File: src/rtl/led_pwm_ctrl.sv
// Eight-channel LED PWM brightness controller with shadow registers
// that are committed to the active set only at a PWM frame boundary.
module led_pwm_ctrl #(
  parameter int unsigned PRESCALE = 1000,
  parameter int unsigned PWM_BITS = 4
) (
  input  logic                Mv2_CLK,
  input  logic                Mv2_RST,
  input  logic                wr_valid,
  output logic                wr_ready,
  input  logic [2:0]          wr_addr,
  input  logic [PWM_BITS-1:0] wr_data,
  output logic                frame_tick,
  output logic [7:0]          Mv2_LED
);

  localparam int unsigned PRESC_W = (PRESCALE > 1) ? $clog2(PRESCALE) : 1;
  localparam logic [PRESC_W-1:0] PRESC_LAST = PRESC_W'(PRESCALE - 1);
  // Last PWM step is MAX-1 = 2^PWM_BITS - 2.
  localparam logic [PWM_BITS-1:0] CNT_LAST = {{(PWM_BITS-1){1'b1}}, 1'b0};

  logic [PRESC_W-1:0]  presc;
  logic [PWM_BITS-1:0] pwm_cnt;
  logic [PWM_BITS-1:0] shadow [8];
  logic [PWM_BITS-1:0] active [8];
  logic                step;
  logic                commit;
  logic                accept;

  always_comb begin
    step     = (presc == PRESC_LAST);
    commit   = step && (pwm_cnt == CNT_LAST);
    wr_ready = !Mv2_RST && !commit;
    accept   = wr_valid && wr_ready;
  end

  always_ff @(posedge Mv2_CLK) begin
    if (Mv2_RST) begin
      presc      <= '0;
      pwm_cnt    <= '0;
      frame_tick <= 1'b0;
      Mv2_LED    <= '0;
      for (int unsigned i = 0; i < 8; i++) begin
        shadow[i] <= '0;
        active[i] <= '0;
      end
    end else begin
      presc <= step ? '0 : presc + 1'b1;
      if (step) begin
        pwm_cnt <= (pwm_cnt == CNT_LAST) ? '0 : pwm_cnt + 1'b1;
      end
      frame_tick <= commit;
      if (accept) begin
        shadow[wr_addr] <= wr_data;
      end
      if (commit) begin
        for (int unsigned i = 0; i < 8; i++) begin
          active[i] <= shadow[i];
        end
      end
      // Output register compares the pre-edge count/active, hence one cycle of lag.
      for (int unsigned i = 0; i < 8; i++) begin
        Mv2_LED[i] <= (pwm_cnt < active[i]);
      end
    end
  end

endmodule

File: config.mk
export PLATFORM = sky130hd
export DESIGN_NAME = led_pwm_ctrl
export DESIGN_NICKNAME = d
export VERILOG_FILES = /design/src/rtl/led_pwm_ctrl.sv
export SDC_FILE = /design/constraint.sdc
export NUM_CORES = 1
export LEC_CHECK = 0
export CAP_MARGIN = 20
export CORE_ASPECT_RATIO = 1.4
export CORE_UTILIZATION = 65
export CTS_BUF_LIST = sky130_fd_sc_hd__clkbuf_8
export CTS_CLUSTER_SIZE = 12
export DETAILED_ROUTE_END_ITERATION = 8
export PLACE_DENSITY = 0.85
export SETUP_SLACK_MARGIN = 0.4
export SYNTH_ARGS = -nofsm -noshare
export SYNTH_HDL_FRONTEND = slang
export SYNTH_SLANG_ARGS = --single-unit
File: constraint.sdc
create_clock -name Mv2_CLK -period 4.23 [get_ports Mv2_CLK]
set_clock_uncertainty 0.05 [all_clocks]
set_input_delay 0.6345 -clock Mv2_CLK [delete_from_list [all_inputs] [get_ports Mv2_CLK]]
set_output_delay 0.6345 -clock Mv2_CLK [all_outputs]
set_load 0.005 [all_outputs]
## Word-level counts from Yosys, hierarchy flattened

Memory sizes are Yosys's and may differ from the RTL's.
Index checks and enable logic that the tools add are counted.

- Shift operators: 0
- Bitwise operators: 8
- Equality and inequality tests: 2
- $mul: 0
- Add/sub/neg operators: 2
- Mux-type cells: 20
- Reductions and logical operators: 7
- Order comparisons: 8
- Divide/modulo/power cells: 0

Operators by type and width:

| kind | count |
|---|---|
| $mux W4 | 10 |
| $lt A4 B4 Y1 | 8 |
| $add A10 B1 Y10 const B | 1 |
| $eq A10 B10 Y1 const B | 1 |
| $mux W1 | 9 |
| $or A1 B1 Y1 | 8 |
| $add A4 B1 Y4 const B | 1 |
| $eq A4 B4 Y1 const B | 1 |
| $reduce_or A4 Y1 | 1 |
| $logic_and A1 B1 Y1 | 3 |
| $mux W3 | 1 |
| $logic_not A1 Y1 | 2 |
| $reduce_or A2 Y1 | 1 |

- Word-level logic and storage cells: 53
- Latch bits: 0
- Bits in writable memories: 64
- Memories: 2
- Register bits: 23
- ROM bits: 0
- Output and inout port bits: 10
- Bits of input ports: 10

Memory list:

| memory | words | bits a word | rd ports | clocked after memory_dff | write ports | RTL line | text |
|---|---|---|---|---|---|---|---|
| active | 8 | 4 | 8 | 0 | 8 | 25 | `logic [PWM_BITS-1:0] active [8];` |
| shadow | 8 | 4 | 8 | 0 | 8 | 24 | `logic [PWM_BITS-1:0] shadow [8];` |

## Longest topological paths before layout

- Depth in word-level cells: 10
- Depth in mapped cells: 6
- Mapped depth without buffers: 5

## Least setup slack after synthesis

No wires, ideal clock.

- Path type: in2out
- Start point: in Mv2_RST
- End point: out wr_ready
- Arrival time: 1.928 ns
- Path buffers: 2
- Stages: 5
- Path slack: 1.618 ns
- Data required time: 3.546 ns
- Cells stage by stage: clkbuf_8 inv_1 clkbuf_1 nand2_1 inv_1

- Cells in the longest elaborated chain, start to end: 2

RTL lines:

| what | RTL line | text |
|---|---|---|
| from (decl) | 8 | `input logic Mv2_RST,` |
| $logic_not A1 Y1 | 33 | `wr_ready = !Mv2_RST && !commit;` |
| $logic_and A1 B1 Y1 | 33 |  |
| to (decl) | 10 | `output logic wr_ready,` |

No other way between the ends.

## Worst setup path in the final report

- Start point: reg pwm_cnt[2]
- End point: out wr_ready

- Cells in the longest elaborated chain, start to end: 4

RTL lines:

| what | RTL line | text |
|---|---|---|
| from (decl) | 23 | `logic [PWM_BITS-1:0] pwm_cnt;` |
| from (signal assigned) | 50 | `pwm_cnt <= (pwm_cnt == CNT_LAST) ? '0 : pwm_cnt + 1'b1;` |
| $eq A4 B4 Y1 | 32 | `commit = step && (pwm_cnt == CNT_LAST);` |
| $logic_and A1 B1 Y1 | 32 |  |
| $logic_not A1 Y1 | 33 |  |
| $logic_and A1 B1 Y1 | 33 |  |

No other way between the ends.

==> results.sh <==
export IMPL_ys_types=42
export IMPL_die_h_um=94.4
export IMPL_gp_congestion=0.837
export IMPL_tightest_slew_ns=0.657
export IMPL_netlist_area_um2=3960
export IMPL_power_density_nw_per_um2=371
export IMPL_startpoint_type="flop"
export IMPL_dr_pass1_iters=4
export IMPL_ir_worst_vdd_uv=384
export IMPL_final_antenna_net_count=0
export IMPL_path_class="flop to output port"
export IMPL_fillCellCount=387
export IMPL_syn_nets=364
export IMPL_max_cap_violations=0
export IMPL_routed_wl_um=6490
export IMPL_synth_top_area_cell="edfxtp_1"
export IMPL_utilization=0.747
export IMPL_vias_per_cell=5.70
export IMPL_wl_per_cell_um=15.3
export IMPL_die_w_um=68
export IMPL_crit_path_max_incr_delay_ns=0.69
export IMPL_start_util=0.676
export IMPL_port_buffers=19
export IMPL_fmax_mhz=300
export IMPL_synth_edf_count=64
export IMPL_grt_max_degree=35
export IMPL_timing_max_transition_violations_final=0
export IMPL_rows=33
export IMPL_switchingPower_mw=0.363
export IMPL_syn_inst=329
export IMPL_syn_to_final_growth_pct=10.4
export IMPL_dr_total_vias=2418
export IMPL_final_hold_violation_count=0
export IMPL_sw_frac_of_total=0.224
export IMPL_period_share=0.788
export IMPL_finalCriticalPeriod_ns=3.33
export IMPL_overflow=0
export IMPL_regArea_um2=2380
export IMPL_leakage_nw=1.79
export IMPL_first_global_vias=2415
export IMPL_ys_seq_area_frac=0.601
export IMPL_status="completed"
export IMPL_rsz0062_at_grt="false"
export IMPL_required_ns=3.55
export IMPL_antenna_found_initial=0
export IMPL_cp_end_kind="output port"
export IMPL_antenna_cells=0
export IMPL_clkLatencyLatePin_ns=0.36
export IMPL_pwr_share_clk=0.358
export IMPL_cp_data_arrival_time_ns=2.65
export IMPL_cts_hold_buffers=0
export IMPL_cp_slowest_cell="dfxtp_1"
export IMPL_p_int_mw=1.26
export IMPL_io_pins=20
export IMPL_slew_headroom=0.558
export IMPL_cts_root_buf="clkbuf_8"
export IMPL_power_frac_comb=0.056
export IMPL_clk_path_buf_depth=2
export IMPL_core_area_um2=5860
export IMPL_route_detailed_drc=0
export IMPL_p_total_mw=1.62
export IMPL_hold_class="flop to flop"
export IMPL_grt_pass1_wl_um=10700
export IMPL_cts_htree_levels=3
export IMPL_cts_buffers=9
export IMPL_yosys_top_cells_area="edfxtp_1 48%, dfxtp_1 12%, ha_1 7.9%"
export IMPL_cts_reportedPaths_clkPinSlew_ns=0.08
export IMPL_post_cts_setup_buffers=0
export IMPL_ys_ff_latch=87
export IMPL_cts_tree="yes"
export IMPL_synth_top_area_share=0.485
export IMPL_place_hpwl_um=4770
export IMPL_worstPathMaxFanout=33
export IMPL_yosys_warnings=0
export IMPL_whs_ns=0.411
export IMPL_fin_setup_tns_ns=0
export IMPL_multi_input_area_um2=1390
export IMPL_post_cts_resized=0
export IMPL_cp_cell_sequence="and4b_1, nand4_4, nand2_1, buf_4, inv_1, clkdlybuf4s50_1"
export IMPL_async_reset_ff_frac=0
export IMPL_pwr_share_seq=0.586
export IMPL_grt_usage=0.239
export IMPL_layout_drive_gt1_share=0.0876
export IMPL_drtIter0Drc=124
export IMPL_setup_viol=0
export IMPL_clkSinkCount=87
export IMPL_ys_flop_type="edfxtp_1"
export IMPL_nets=384
export IMPL_dieArea_um2=6420
export IMPL_syn_avg_cell_area_um2=12.0
Yosys cell counts, types with 2 or more instances:
cell,n
nor2b_1,9
nand2_1,12
and3_2,3
clkbuf_1,5
dfxtp_1,23
nor3_1,7
a21oi_1,6
or3_1,2
and2_1,25
xor2_1,5
a21o_1,17
clkbuf_8,2
o31ai_1,4
a31o_2,3
nand3_1,11
ha_1,25
o21ai_0,4
nand2b_1,8
a211oi_1,8
inv_1,29
nor2_1,34
edfxtp_1,64
nand4_1,4
routing by layer:
metal	share of wire	track usage	up-vias	routed length (um)
met1	0.37	0.239	1121	2400
met2	0.54	0.423	72	3530
met5	0	0	-	0
li1	-	-	1199	-
met4	0.046	0.170	0	301
met3	0.040	0.0483	26	263
worst max-delay path: cells and delay by family, from the launching register on:
family / cells / cell delay, ns
flip-flops: 1 / 0.69
buffers and inverters: 3 / 0.90
AND/OR/NAND/NOR: 3 / 0.70
sequential cells by signal, summed over array words and instances, names as in the netlist:
| register | count |
|---|---|
| active | 32 |
| shadow | 32 |
| presc | 10 |
| Mv2_LED | 8 |
| pwm_cnt | 4 |
| frame_tick | 1 |
through the flow:
step                      instances  instance area [um2]  setup slack (ns)
after global placement          408                 4180              1.28
after detailed placement        408                 4180              1.26
final                           424                 4380             0.898
after CTS                       424                 4380             0.897
after global routing            424                 4380             0.765
after floorplan                 329                 3960              1.62
power by group through the flow:
stage	Sequential, mW	Combinational [mW]	Clock (mW)
5_1_grt	0.955	0.101	0.618
3_5_place_dp	0.971	0.0901	0
2_1_floorplan	0.969	0.0566	0
4_1_cts	0.951	0.0911	0.586
6_report	0.951	0.0902	0.581
3_3_place_gp	0.969	0.0874	0
final timing paths:
| check | start | cells after the start | endpoint | slack [ns] |
|---|---|---|---|---|
| min | presc[0] | 1 | presc[0] | 0.41 |
| max reg2reg | pwm_cnt[0] | 4 | shadow[4][0] | 2.05 |
| min reg2reg | presc[0] | 1 | presc[0] | 0.41 |
| max | pwm_cnt[2] | 6 | wr_ready | 0.90 |
kinds of logic after synthesis:
kind of cell,after synthesis,synth area share
AO/OA/AOI/OAI,46,0.0824
XOR/XNOR,6,0.0133
adder cells (fa/ha/maj),25,0.0789
buffers and inverters,41,0.0473
flip-flops,87,0.601
AND/OR/NAND/NOR,124,0.177
cell usage in the layout (no fill, tap or decap), drive strengths merged, types with 5 or more instances in the layout:
master         count
a211oi             8
edfxtp            64
dfxtp             23
nor3               7
nand3             12
nand2b             8
nand2             12
nand4              5
inv               32
and2              25
clkbuf             9
nor2              35
a21oi              6
xor2               5
clkdlybuf4s50     19
nor2b              9
a21o              17
ha                25
area by class of cell:
class,instances,area share
sequential,87,0.544
timing repair buffer,21,0.0469
multi-input combinational,201,0.318
inverter,29,0.0249
tap,70,0.0200
clock inverter,7,0.0174
clock buffer,9,0.0283
No activity file was read; power rests on OpenSTA's default activity.
